===== src/rtl/fpu_issue_sched.sv =====
// FP issue/writeback scheduler: one op per cycle, per-class latency,
// latency reservation table guarantees a single writeback per cycle.
module fpu_issue_sched #(
  parameter int TAG_W         = 5,
  parameter int MAX_LAT       = 15,
  parameter int LAT_ADD       = 3,
  parameter int LAT_MUL       = 3,
  parameter int LAT_DIV       = 10,
  parameter int LAT_SQRT      = 7,
  parameter int LAT_CVT       = 1,
  parameter int LAT_MISC      = 1,
  parameter int DIV_PIPELINED = 1
) (
  input  logic                           clk,
  input  logic                           rst,
  input  logic                           issue_valid,
  output logic                           issue_ready,
  input  logic [3:0]                     issue_op,
  input  logic [TAG_W-1:0]               issue_tag,
  input  logic                           flush,
  output logic [5:0]                     unit_start,
  output logic                           wb_valid,
  output logic [TAG_W-1:0]               wb_tag,
  output logic [3:0]                     wb_op,
  output logic [$clog2(MAX_LAT+1)-1:0]   inflight,
  output logic                           busy
);

  localparam int LW = $clog2(MAX_LAT + 1);

  if (LAT_ADD  < 1 || LAT_ADD  > MAX_LAT ||
      LAT_MUL  < 1 || LAT_MUL  > MAX_LAT ||
      LAT_DIV  < 1 || LAT_DIV  > MAX_LAT ||
      LAT_SQRT < 1 || LAT_SQRT > MAX_LAT ||
      LAT_CVT  < 1 || LAT_CVT  > MAX_LAT ||
      LAT_MISC < 1 || LAT_MISC > MAX_LAT) begin : g_bad_lat
    $error("fpu_issue_sched: LAT_* must lie in 1..MAX_LAT");
  end

  localparam logic [LW-1:0] L_ADD  = LW'(LAT_ADD);
  localparam logic [LW-1:0] L_MUL  = LW'(LAT_MUL);
  localparam logic [LW-1:0] L_DIV  = LW'(LAT_DIV);
  localparam logic [LW-1:0] L_SQRT = LW'(LAT_SQRT);
  localparam logic [LW-1:0] L_CVT  = LW'(LAT_CVT);
  localparam logic [LW-1:0] L_MISC = LW'(LAT_MISC);

  typedef struct packed {
    logic             v;
    logic [TAG_W-1:0] tag;
    logic [3:0]       op;
  } slot_t;

  // Index k holds the op that completes k+1 edges from now.
  slot_t slot_q [MAX_LAT];
  slot_t slot_d [MAX_LAT];
  slot_t shift_s [MAX_LAT];

  logic             wb_valid_q, wb_valid_d;
  logic [TAG_W-1:0] wb_tag_q, wb_tag_d;
  logic [3:0]       wb_op_q, wb_op_d;
  logic [LW-1:0]    inflight_q, inflight_d;
  logic             div_busy_q, div_busy_d;
  logic             sqrt_busy_q, sqrt_busy_d;

  logic [5:0]    cls;
  logic [LW-1:0] lat;
  logic [LW-1:0] idx;
  logic          collide;
  logic          blocked;
  logic          accept;

  always_comb begin
    cls = 6'b100000;
    lat = L_MISC;
    unique case (issue_op)
      4'd0, 4'd1: begin
        cls = 6'b000001;
        lat = L_ADD;
      end
      4'd2: begin
        cls = 6'b000010;
        lat = L_MUL;
      end
      4'd3: begin
        cls = 6'b000100;
        lat = L_DIV;
      end
      4'd4: begin
        cls = 6'b001000;
        lat = L_SQRT;
      end
      4'd11, 4'd12: begin
        cls = 6'b010000;
        lat = L_CVT;
      end
      default: begin
        cls = 6'b100000;
        lat = L_MISC;
      end
    endcase
  end

  always_comb begin
    for (int k = 0; k < MAX_LAT - 1; k++) begin
      shift_s[k] = slot_q[k+1];
    end
    shift_s[MAX_LAT-1] = '0;
  end

  always_comb begin
    idx     = lat - LW'(1);
    collide = shift_s[idx].v;
    blocked = (DIV_PIPELINED == 0) &&
              ((cls[2] && div_busy_q) ||
               (cls[3] && sqrt_busy_q));
    issue_ready = !rst && !flush && !collide && !blocked;
    accept      = issue_valid && issue_ready;
    unit_start  = accept ? cls : 6'b0;
  end

  always_comb begin
    slot_d = shift_s;
    if (accept) begin
      slot_d[idx] = '{v: 1'b1, tag: issue_tag, op: issue_op};
    end
    if (flush) begin
      slot_d = '{default: '0};
    end
  end

  always_comb begin
    wb_valid_d = slot_d[0].v;
    wb_tag_d   = slot_d[0].v ? slot_d[0].tag : wb_tag_q;
    wb_op_d    = slot_d[0].v ? slot_d[0].op : wb_op_q;
  end

  always_comb begin
    inflight_d = inflight_q + LW'(accept) - LW'(wb_valid_q);
    if (flush) begin
      inflight_d = '0;
    end
  end

  // A blocking unit frees up on the edge its result enters writeback.
  always_comb begin
    div_busy_d  = div_busy_q;
    sqrt_busy_d = sqrt_busy_q;
    if (accept && cls[2]) begin
      div_busy_d = 1'b1;
    end
    if (accept && cls[3]) begin
      sqrt_busy_d = 1'b1;
    end
    if (slot_d[0].v && slot_d[0].op == 4'd3) begin
      div_busy_d = 1'b0;
    end
    if (slot_d[0].v && slot_d[0].op == 4'd4) begin
      sqrt_busy_d = 1'b0;
    end
    if (flush) begin
      div_busy_d  = 1'b0;
      sqrt_busy_d = 1'b0;
    end
  end

  always_ff @(posedge clk) begin
    if (rst) begin
      slot_q      <= '{default: '0};
      wb_valid_q  <= 1'b0;
      wb_tag_q    <= '0;
      wb_op_q     <= '0;
      inflight_q  <= '0;
      div_busy_q  <= 1'b0;
      sqrt_busy_q <= 1'b0;
    end else begin
      slot_q      <= slot_d;
      wb_valid_q  <= wb_valid_d;
      wb_tag_q    <= wb_tag_d;
      wb_op_q     <= wb_op_d;
      inflight_q  <= inflight_d;
      div_busy_q  <= div_busy_d;
      sqrt_busy_q <= sqrt_busy_d;
    end
  end

  assign wb_valid = wb_valid_q;
  assign wb_tag   = wb_tag_q;
  assign wb_op    = wb_op_q;
  assign inflight = inflight_q;
  assign busy     = (inflight_q != '0);

endmodule


===== config.mk =====
export PLATFORM = sky130hd
export DESIGN_NAME = fpu_issue_sched
export DESIGN_NICKNAME = d
export VERILOG_FILES = /design/src/rtl/fpu_issue_sched.sv
export SDC_FILE = /design/constraint.sdc
export NUM_CORES = 1
export LEC_CHECK = 0
export CAP_MARGIN = 20
export CORE_MARGIN = 2
export CORE_UTILIZATION = 30
export DETAILED_ROUTE_END_ITERATION = 16
export MAX_ROUTING_LAYER = met4
export PLACE_DENSITY = 0.5
export SETUP_SLACK_MARGIN = 0.2
export SYNTH_ARGS = -nofsm -noshare
export SYNTH_HDL_FRONTEND = slang
export SYNTH_SLANG_ARGS = --single-unit

===== constraint.sdc =====
create_clock -name clk -period 7 [get_ports clk]
set_clock_uncertainty 0.1 [all_clocks]
set_input_delay 0.7 -clock clk [delete_from_list [all_inputs] [get_ports clk]]
set_output_delay 0.7 -clock clk [all_outputs]
set_load 0.005 [all_outputs]

==> impl_metrics.py <==
metrics = {
    "synth": {
        "ys_seq_elements": 154,
        "yosysTopAreaCell": "dfxtp_1",
        "synthTopCellsByArea": "dfxtp_1 (63%), and2_1 (13%), a21oi_1 (2.7%)",
        "ys.flop_type": "dfxtp_1",
        "ys_seq_area_frac": 0.633,
        "yosysWarningCount": 0,
        "synth.most_common_cell": "dfxtp_1",
        "async_flop_share": 0,
        "syn_area_per_cell_um2": 10.8,
        "synth_edf_count": 0,
        "synthCells": 450,
        "synthesis.area_um2": 4870,
        "synth_cell_type_count": 49,
        "synth_common_cells": "dfxtp_1 (154), and2_1 (103), a21oi_1 (26), clkbuf_1 (26), inv_1 (21)",
        "synth_top_area_share": 0.633,
    },
    "cts": {
        "clock-sinks": 154,
        "clk_pin_slew_ns": 0.06,
        "clock_path_buffers": 2,
        "hold_buffers": 0,
        "post_cts_buffers": 0,
        "post_cts_resized": 0,
        "h-tree-depth": 4,
        "cts_buffers": 17,
        "cts-root-buf": "clkbuf_16",
        "tritoncts": "done",
        "clock_latency_ns": 0.41,
    },
    "worst_setup_path": {
        "end_kind": "output port",
        "crit_buf_inv": 4,
        "reg2reg_from": "shift_s[89]",
        "worst_path_most_repeated_cell": "clkdlybuf4s50_1",
        "crit_type": "input port to output port",
        "cp.required_ns": 6.20,
        "crit_path_top_delay_cell": "nor4_1",
        "rrSetupSlack_ns": 4.27,
        "cpPeakStageDelay_ns": 0.99,
        "path_delay_family": "buffers and inverters",
        "path_cells": "clkdlybuf4s50_1, nor4_1, buf_4, nand2_1, inv_1, clkdlybuf4s50_1",
        "ff2ff_path_depth": 10,
        "timing.rr.end": "inflight[2]",
        "path_max_fanout": 17,
        "startpoint_type": "input port",
        "worstPathArrival_ns": 3.51,
    },
    "pwr": {
        "power_density_nw_per_um2": 301,
        "vdd_drop_max_mv": 0.159,
        "leakage_uw": 0.00234,
    },
    "grt": {
        "track_usage": 0.112,
        "first_global_vias": 2940,
        "overflow": 0,
        "grt_max_degree": 111,
        "grt_pass1_wl_um": 14500,
        "antenna_found_initial": 0,
    },
    "status": {
        "status": "complete, no violations",
    },
    "detailed_routing": {
        "drt_iter0_drc": 259,
        "wl_met3_um": 434,
        "wl_met2_um": 4000,
        "met1_length_um": 4090,
        "drc": 0,
        "first_pass_iters": 5,
        "ant_nets": 0,
        "vias": 3075,
        "viasPerCell": 4.29,
        "top_layer_used": "met4",
        "wire_per_inst_um": 12.2,
        "totalWireLength_um": 8750,
    },
    "finish": {
        "final_nets": 506,
        "drive_gt1_frac": 0.0920,
        "area_growth_pct": 23.1,
        "diodes": 0,
    },
    "timing": {
        "hold_viol": 0,
        "fin_crit_sh": 0.616,
        "drv_slew": 0,
        "slew_headroom": 0.321,
        "worst_pin_slew_ns": 1.01,
        "period_minus_slack_ns": 4.31,
        "rsz0062_at_grt": "no",
        "setup_tns_ns": 0,
        "whs_ns": 0.319,
        "fmax_mhz": 232,
        "finalSetupViolCount": 0,
    },
    "die": {
        "rows": 46,
        "coreArea_um2": 15900,
        "die-area_um2": 17300,
        "die_y_um": 131,
        "initial_core_util": 0.307,
        "die_width_um": 131,
        "ios": 35,
    },
    "hold_path": {
        "holdCritStartpoint": "shift_s[116]",
        "hold_end": "shift_s[126]",
        "min_path_cells": 1,
        "min_path_type": "flop to flop",
    },
    "placement": {
        "dpl.hpwl_um": 5740,
        "numPortBuffers": 34,
        "gp_congestion": 0.844,
    },
    "job": {
        "maxCapViolCount": 0,
    },
}
[cell families after synthesis]
| group | share of synthesized area |
|---|---|
| compound gates | 0.0984 |
| xor+xnor | 0.00180 |
| fa+ha+maj | 0.0169 |
| buf+inv | 0.0383 |
| flops | 0.633 |
| mux | 0.00437 |
| other cells | 0.000770 |
| simple gates | 0.207 |
[through the flow]
step	std cells	utilization	cell area (um2)	power [uW]	setup WS, ns
floorplan	459	-	4910	946	4.05
global placement	684	0.342	5440	977	2.85
detailed placement	684	0.342	5440	978	2.73
CTS	716	0.378	6000	1840	2.71
global route	716	0.378	6000	1890	2.51
finish	716	0.378	6000	1810	2.69
[cells in the final DEF, fill, tap and decap left out, types with 10 or more instances in the layout]
cell type / Yosys / layout
a21oi_1: 26 / 26
and2_1: 103 / 103
clkbuf_16: 0 / 17
clkdlybuf4s50_1: 0 / 34
conb_1: 1 / 10
dfxtp_1: 154 / 154
inv_1: 21 / 21
nand3_1: 12 / 12
nor2_1: 11 / 10
o21ai_0: 12 / 12
[sequential cells by signal (all words and copies together), names as in the netlist]
name	flops
inflight	4
wb_op	4
wb_tag	5
shift_s	140
wb_valid	1
[layer usage]
layer | up-vias | GRT usage
met2 | 67 | 0.168
met5 | - | -
met4 | 0 | 0.0670
met1 | 1433 | 0.130
met3 | 16 | 0.0367
li1 | 1559 | -
[worst max path at each step]
stage | from | endpoint | slack, ns | cells after the start
after floorplan | issue_op[3] | inflight[2] | 4.05 | 10
after global routing | rst | unit_start[2] | 2.51 | 6
after detailed placement | rst | unit_start[2] | 2.73 | 6
after global placement | rst | unit_start[2] | 2.85 | 6
after CTS | rst | unit_start[2] | 2.71 | 6
final | rst | unit_start[2] | 2.69 | 6
[area by class of cell]
cell class              count  area (um2)
flip-flops and latches    154        3080
clock buffers              26         499
inverters                  21        78.8
clock inverters             6        61.3
fillers                  1611        9890
multi-input cells         256        1640
well taps                 216         270
repair buffers             37         363
[where the power goes]
group	switching (uW)	internal [uW]
clock	323	526
combinational	39.3	28.0
sequential	3.21	888
No activity file was read; power rests on OpenSTA's default activity.
